[src/rtl/alu_op_fifo.sv]
// Operand/command FIFO in front of the 32-bit ALU. It is first-word-fall-through,
// and the head outputs are forced to zero while the FIFO is empty.
module alu_op_fifo #(
    parameter int DEPTH = 4,
    parameter int AW    = 2
) (
    input  logic          clk,
    input  logic          rst_n,
    input  logic          flush,
    input  logic          in_valid,
    output logic          in_ready,
    input  logic [31:0]   in_src1,
    input  logic [31:0]   in_src2,
    input  logic [3:0]    in_alu_ctrl,
    input  logic [2:0]    in_bonus_ctrl,
    output logic          out_valid,
    input  logic          out_ready,
    output logic [31:0]   src1,
    output logic [31:0]   src2,
    output logic [3:0]    ALU_control,
    output logic [2:0]    bonus_control,
    output logic [AW:0]   count
);

    localparam logic [AW:0] FULL_COUNT = (AW+1)'(DEPTH);

    typedef struct packed {
        logic [31:0] src1;
        logic [31:0] src2;
        logic [3:0]  alu_ctrl;
        logic [2:0]  bonus_ctrl;
    } entry_t;

    logic [AW-1:0] wr_ptr_q, wr_ptr_d;
    logic [AW-1:0] rd_ptr_q, rd_ptr_d;
    logic [AW:0]   count_q, count_d;
    entry_t        mem_q [DEPTH];
    entry_t        head;
    logic          push, pop, wr_en;

    // Readiness depends only on the registered count, so out_ready never reaches in_ready.
    assign in_ready  = (count_q != FULL_COUNT);
    assign out_valid = (count_q != '0);
    assign push      = in_valid && in_ready;
    assign pop       = out_valid && out_ready;
    assign wr_en     = push && !flush;

    always_comb begin
        wr_ptr_d = wr_ptr_q;
        rd_ptr_d = rd_ptr_q;
        count_d  = count_q;
        if (flush) begin
            wr_ptr_d = '0;
            rd_ptr_d = '0;
            count_d  = '0;
        end else begin
            if (push) wr_ptr_d = wr_ptr_q + 1'b1;
            if (pop)  rd_ptr_d = rd_ptr_q + 1'b1;
            case ({push, pop})
                2'b10:   count_d = count_q + 1'b1;
                2'b01:   count_d = count_q - 1'b1;
                default: count_d = count_q;
            endcase
        end
    end

    always_ff @(posedge clk or negedge rst_n) begin
        if (!rst_n) begin
            wr_ptr_q <= '0;
            rd_ptr_q <= '0;
            count_q  <= '0;
        end else begin
            wr_ptr_q <= wr_ptr_d;
            rd_ptr_q <= rd_ptr_d;
            count_q  <= count_d;
        end
    end

    // Storage carries no reset; stale contents are masked by out_valid.
    always_ff @(posedge clk) begin
        if (wr_en) begin
            mem_q[wr_ptr_q] <= '{src1: in_src1, src2: in_src2,
                                 alu_ctrl: in_alu_ctrl, bonus_ctrl: in_bonus_ctrl};
        end
    end

    assign head          = out_valid ? mem_q[rd_ptr_q] : '0;
    assign src1          = head.src1;
    assign src2          = head.src2;
    assign ALU_control   = head.alu_ctrl;
    assign bonus_control = head.bonus_ctrl;
    assign count         = count_q;

endmodule
[config.mk]
export PLATFORM = sky130hd
export DESIGN_NAME = alu_op_fifo
export DESIGN_NICKNAME = d
export VERILOG_FILES = /design/src/rtl/alu_op_fifo.sv
export SDC_FILE = /design/constraint.sdc
export NUM_CORES = 1
export LEC_CHECK = 0
export BUFFER_PORTS_ARGS = -buffer_cell sky130_fd_sc_hd__buf_2
export CORE_MARGIN = 10
export CORE_UTILIZATION = 40
export DETAILED_ROUTE_END_ITERATION = 8
export MAX_ROUTING_LAYER = met4
export PLACE_DENSITY = 0.66
export SETUP_SLACK_MARGIN = 0.3
export SYNTH_ARGS = -nofsm -noshare
export SYNTH_HDL_FRONTEND = slang
export SYNTH_SLANG_ARGS = --single-unit
[constraint.sdc]
create_clock -name clk -period 2.7 [get_ports clk]
set_input_delay 0.135 -clock clk [delete_from_list [all_inputs] [get_ports clk]]
set_output_delay 0.135 -clock clk [all_outputs]
set_load 0.02 [all_outputs]
-- Word level (Yosys, flattened, before mapping)
Memory sizes are Yosys's and may differ from the RTL's.
Index checks and enable logic that the tools add are counted.
- register bits: 7
- bits in latches: 0
- memory bits (writable): 284
- bits in read-only memories: 0
- input bits: 76
- output and inout port bits: 76
- word-level logic and storage cells: 28
- memories: 1
- memories (name ; words ; bits a word ; read ports ; clocked after memory_dff ; wr ports ; RTL line ; text):
    mem_q ; 4 ; 71 ; 1 ; 0 ; 1 ; 37 ; entry_t mem_q [DEPTH];
- $add $sub $neg: 4
- $mul: 0
- divide/modulo/power cells: 0
- $lt $le $gt $ge: 0
- eq/ne operators: 3
- shift-type cells: 0
- mux-type cells: 9
- bitwise logic cells: 0
- reductions and logical operators: 8
- operator list (cell ; count):
    $mux W71 ; 1
    $mux W2 ; 4
    $pmux W3 S2 ; 1
    $reduce_bool A3 Y1 ; 2
    $add A2 B1 Y2 const B ; 2
    $reduce_bool A2 Y1 ; 2
    $add A3 B1 Y3 const B ; 1
    $logic_and A1 B1 Y1 ; 3
    $mux W3 ; 1
    $ne A3 B3 Y1 const B ; 1
    $sub A3 B1 Y3 const B ; 1
    $eq A2 B1 Y1 const B ; 1
    $eq A2 B2 Y1 const B ; 1
    $mux W1 ; 2
    $logic_not A1 Y1 ; 1

-- Depth between registers and ports, before layout
- depth in word-level cells: 5
- depth in mapped cells: 9

-- Worst setup path before layout
OpenSTA, ideal clock, no wires.
- path kind: register to register
- from: register count_q[0], in the netlist count[0]
- to: memory mem_q[0][0] in the netlist's numbering (enable)
- setup time: 0.437 ns
- data arrival time: 2.830 ns
- data required time: 2.263 ns
- setup slack: -0.567 ns
- stages on the path, launching flop included: 5
- period minus slack after synthesis: 3.267 ns
- path through: dfrtp_1 > or3b_1 > nand2_2 > nor2_1 > and2_1
- cells in the longest elaborated chain, start to end: 5
- ends and longest elaborated chain (what ; RTL line ; text):
    start: declaration ; 36 ; logic [AW:0] count_q, count_d;
    start signal: assignment ; 75 ; count_q <= count_d;
    $ne A3 B3 Y1 ; 42 ; assign in_ready = (count_q != FULL_COUNT);
    net in_ready ; 11 ; output logic in_ready,
    $logic_and A1 B1 Y1 ; 44 ; assign push = in_valid && in_ready;
    $logic_and A1 B1 Y1 ; 46 ; assign wr_en = push && !flush;
    $mux W1 ; 81 ; if (wr_en) begin
    $mux W1 (implied by the code) ; 82 ; mem_q[wr_ptr_q] <= '{src1: in_src1, src2: in_src2,
    end: declaration ; 37 ;
The timed path passes the listed nets, and every way through them passes these cells.

-- Worst setup path after layout
- from: register rd_ptr_q[0]
- to: output port src2[11]
- cells in the longest elaborated chain, start to end: 2
- ends and longest elaborated chain (what ; RTL line ; text):
    start: declaration ; 35 ; logic [AW-1:0] rd_ptr_q, rd_ptr_d;
    start signal: assignment ; 74 ; rd_ptr_q <= rd_ptr_d;
    $mem_v2 Z4 W71 ; n/a ;
    $mux W71 ; 87 ; assign head = out_valid ? mem_q[rd_ptr_q] : '0;
    end: declaration ; 19 ; output logic [31:0] src2,
Every way passes these cells.

==> results.md <==
Run status:
- The run finished with clean final reports.

Placed design:
- The number of placed instances, taps included, is between 1,000 and 1,500.
- In this run the cell area measured after placement is roughly 13,000 um^2.
- The weighted congestion reported at the end of routability-driven placement is 0.750.
- The half-perimeter wire length after detailed placement is between 10,000 and 15,000 um.
- The count of input and output buffers is 151.
- At the placement stage, the worst setup path has a slack of 0.419 ns.

Synthesis:
- The Yosys step of the flow raised 0 warnings.
- The register bit total from synthesis is 291.
- After synthesis, the cell types taking the most area are sky130_fd_sc_hd__edfxtp_1 75%, sky130_fd_sc_hd__mux4_2 14%, sky130_fd_sc_hd__and2_1 4.1%.
- The synthesized netlist occupies a cell area of between 10,000 and 15,000 um^2.
- A synthesized cell averages 22.1 um^2.
- The biggest area contributor in the post-synthesis netlist is sky130_fd_sc_hd__edfxtp_1.
- The gate count after technology mapping is ~510.
- Of the post-synthesis cell area, the dominant cell type holds 0.752.
- The total nets after synthesis is ~600.
- The share of the Yosys chip area taken by registers is 0.768.
- The synthesized netlist contains 33 unique library cells.

Routing:
- The post-detailed-route count of antenna-violating nets is 0.
- The pre-antenna-repair detailed-routing pass consisted of 4 iterations.
- The total length of routed wires is 23,600 um.
- The detailed router finished its first iteration with 316 violations.
- Using the TritonRoute via totals, the vias-per-cell ratio works out to around 4.9.
- The wire length per cell is between 20 and 25 um.
- The post-detailed-route DRC marker count is 0.
- The final route contains ~5,700 vias.

Layout:
- The finished layout holds ~1,200 standard cells, fillers aside.
- The cell area after layout is 14,600 um^2.
- Leaving out fill and tap cells, the most frequent cells in the layout are 284 x sky130_fd_sc_hd__edfxtp_1, 151 x sky130_fd_sc_hd__buf_2, 76 x sky130_fd_sc_hd__dlygate4sd3_1.
- The library cell used most frequently in the layout, excluding fill and tap cells, is sky130_fd_sc_hd__edfxtp_1.
- The net count of the finished layout is approximately 850.
- Relative to the synthesized area, the layout overhead comes to 28.5%.
- The fraction of layout instances using a drive strength above 1 is 0.381.

Worst setup path:
- The endpoint required time on the critical path is roughly 2.6 ns.
- The worst-path maximum fanout is 7.
- On the critical path, the stage with the largest delay is an instance of sky130_fd_sc_hd__mux4_2.
- By startpoint and endpoint, the worst setup path is classified as flip-flop to primary output.
- STA classifies the critical path startpoint as a flip-flop.
- The category of cells accounting for the largest share of critical-path delay is buffers and inverters.
- The data arrival time at the worst-slack endpoint is between 2 and 2.5 ns.
- The critical path goes through buf_12 -> buf_4 -> mux4_2 -> and2_1 -> buf_2.
- The kind of capture point of the worst setup path is a primary output.
- The stage delay of the slowest cell on the critical path is 0.50 ns.
- Counting both buffers and inverters, the worst setup path holds a total of 3.

Global route:
- The pin count of the biggest net entering global routing is 74.
- The total overflow left after global routing is 0.
- The via count of the first global-routing pass is between 6,000 and 7,000.
- The wire length of the first global-routing pass is about 37,000 um.
- The total routing resource utilization after global routing is 0.135.
- The number of antenna violations at the first check in global routing came to 1.

Floorplan:
- The die width is between 150 and 200 um.
- The total number of placement rows is a little over 60.
- The full die area is approximately 35,000 um^2.
- The die boundary height is roughly 190 um.
- Pin placement for this block handled ~150 I/O pins.
- The core footprint is 27,900 um^2.
- For this configuration, the core starts out at a cell density of 0.407.

Timing:
- After layout, the minimum clock period comes to 2.36 ns.
- The final count of hold timing violations is 0.
- Setup repair after global routing could not meet its margin everywhere.
- At the pin with the least slew margin, the transition time is 0.539 ns.
- Static timing analysis puts the maximum clock frequency at about 420 MHz.
- The post-route worst setup slack is 0.337 ns.
- Of the available clock period, the critical path in the final layout requires 0.875.
- Setup total negative slack on the finished layout was measured at 0 ns.
- The largest clock skew in the final design is ~0.015 ns.
- The tightest slew margin relative to the limit is 0.641.
- The number of pins with negative max-slew slack in the final report is 0.
- Setup violations remaining at the end of the flow were counted as 0.

Clock tree:
- The clock sink count is between 200 and 300.
- The number of buffers on the longest clock path is 3.
- The clock reaches the later pin of the worst-skew pair after 0.54 ns.
- The cell sitting at the root of the clock tree is a sky130_fd_sc_hd__clkbuf_16.
- The number of clock buffers inserted by TritonCTS is 30.
- The CTS tree is yes.
- CTS built an H-tree with a depth of 1.
- The clock-pin slew on the worst setup and hold paths is around 0.060 ns.

Power:
- The peak supply drop is roughly 0.57 mV.
- The power density relative to cell area is between 700 and 800 nW/um^2.
- Summed over all cells, the static leakage comes to 5.09 nW.

Job:
- The max-cap check violation count is 0.

Min path:
- The kind of path behind the tightest hold check is input pin to flip-flop.
[worst reg2reg max path, delay by kind of cell, from the launching register on]
kind	cells	cell delay, ns
AOI/OAI and AO/OA	3	0.30
DFF	1	0.48
and+or+nand+nor	3	0.87
adders and majority gates	1	0.52
[cell usage after synthesis, drive strengths merged]
| master | count |
|---|---|
| nor2b | 1 |
| a21o | 1 |
| nor2 | 8 |
| nand4b | 1 |
| nand2b | 1 |
| clkbuf | 8 |
| nand2 | 6 |
| o21ai | 2 |
| edfxtp | 284 |
| ha | 4 |
| a21oi | 4 |
| and2 | 75 |
| nand3 | 4 |
| or3b | 1 |
| or3 | 2 |
| dfrtp | 7 |
| nor3 | 2 |
| fa | 1 |
| a31oi | 1 |
| mux4 | 71 |
| o311a | 1 |
| a211oi | 1 |
| buf | 19 |
| o221ai | 1 |
| xnor2 | 2 |
| inv | 2 |
| xor2 | 2 |
| or2 | 1 |
[registers in the layout (all words and copies together) (netlist names)]
register and flops:
rd_ptr_q 2, wr_ptr_q 2, count 3, mem_q 284
[kinds of logic (layout without fill, tap and decap cells)]
group	after synthesis	count (layout)	synth area share
compound gates	11	11	0.00618
flops	291	291	0.768
other cells	0	1	0
fa+ha+maj	5	5	0.00618
xor+xnor	4	4	0.00309
buf+inv	29	307	0.0217
simple gates	102	102	0.0532
mux	71	71	0.142
[power by group]
part | internal [mW] | switching [mW]
combinational | 0.870 | 1.04
clock | 2.85 | 1.59
sequential | 5.14 | 0.0587
[worst paths after layout]
path	from	end	slack, ns	cells past startpoint
setup / recovery	rd_ptr_q[0]$_DFFE_PN0P_	src2[11]	0.34	5
hold / removal	in_src2[28]	mem_q[0][35]$_DFFE_PP_	0.35	2
setup reg to reg	count[0]$_DFFE_PN0P_	count[1]$_DFFE_PN0P_	0.42	7
hold reg to reg	wr_ptr_q[1]$_DFFE_PN0P_	wr_ptr_q[1]$_DFFE_PN0P_	0.60	2
max in group asynchronous	rst_n	rd_ptr_q[1]$_DFFE_PN0P_	1.83	3
min in group asynchronous	rst_n	count[0]$_DFFE_PN0P_	0.57	3
[repair_timing]
action / in CTS / in global routing
endpoints found under the setup margin: 71 / 72
hold endpoints to repair: 298 / 0
buffers inserted: 3 / 2
resized for setup: 4 / 4
gates cloned: 0 / 3
hold buffers: 76 / 0
[area by class of cell]
| type | count | area [um^2] |
|---|---|---|
| diodes | 1 | 2.50 |
| clock buffers | 36 | 795 |
| clock inverters | 20 | 300 |
| fillers | 2226 | 13300 |
| inverters | 2 | 7.51 |
| multi-input cells | 193 | 2410 |
| flip-flops and latches | 291 | 8710 |
| well taps | 378 | 473 |
| repair buffers | 249 | 1870 |
[stage by stage]
stage | hold WS [ns] | util | total power [mW]
3_5_place_dp | -0.0229 | 0.451 | 7.04
5_1_grt | 0.337 | 0.523 | 12.0
4_1_cts | 0.318 | 0.519 | 11.6
2_1_floorplan | -0.161 | - | 6.48
3_3_place_gp | -0.0310 | 0.451 | 7.00
6_report | 0.350 | 0.523 | 11.6
[routing by layer]
metal	wire [um]	up-vias	global-route usage
li1	-	2596	-
met1	10300	2976	0.169
met2	11900	132	0.222
met3	1100	36	0.0282
met4	340	0	0.0299
met5	0	-	-
Note: power is estimated with default switching activity, not from simulation.
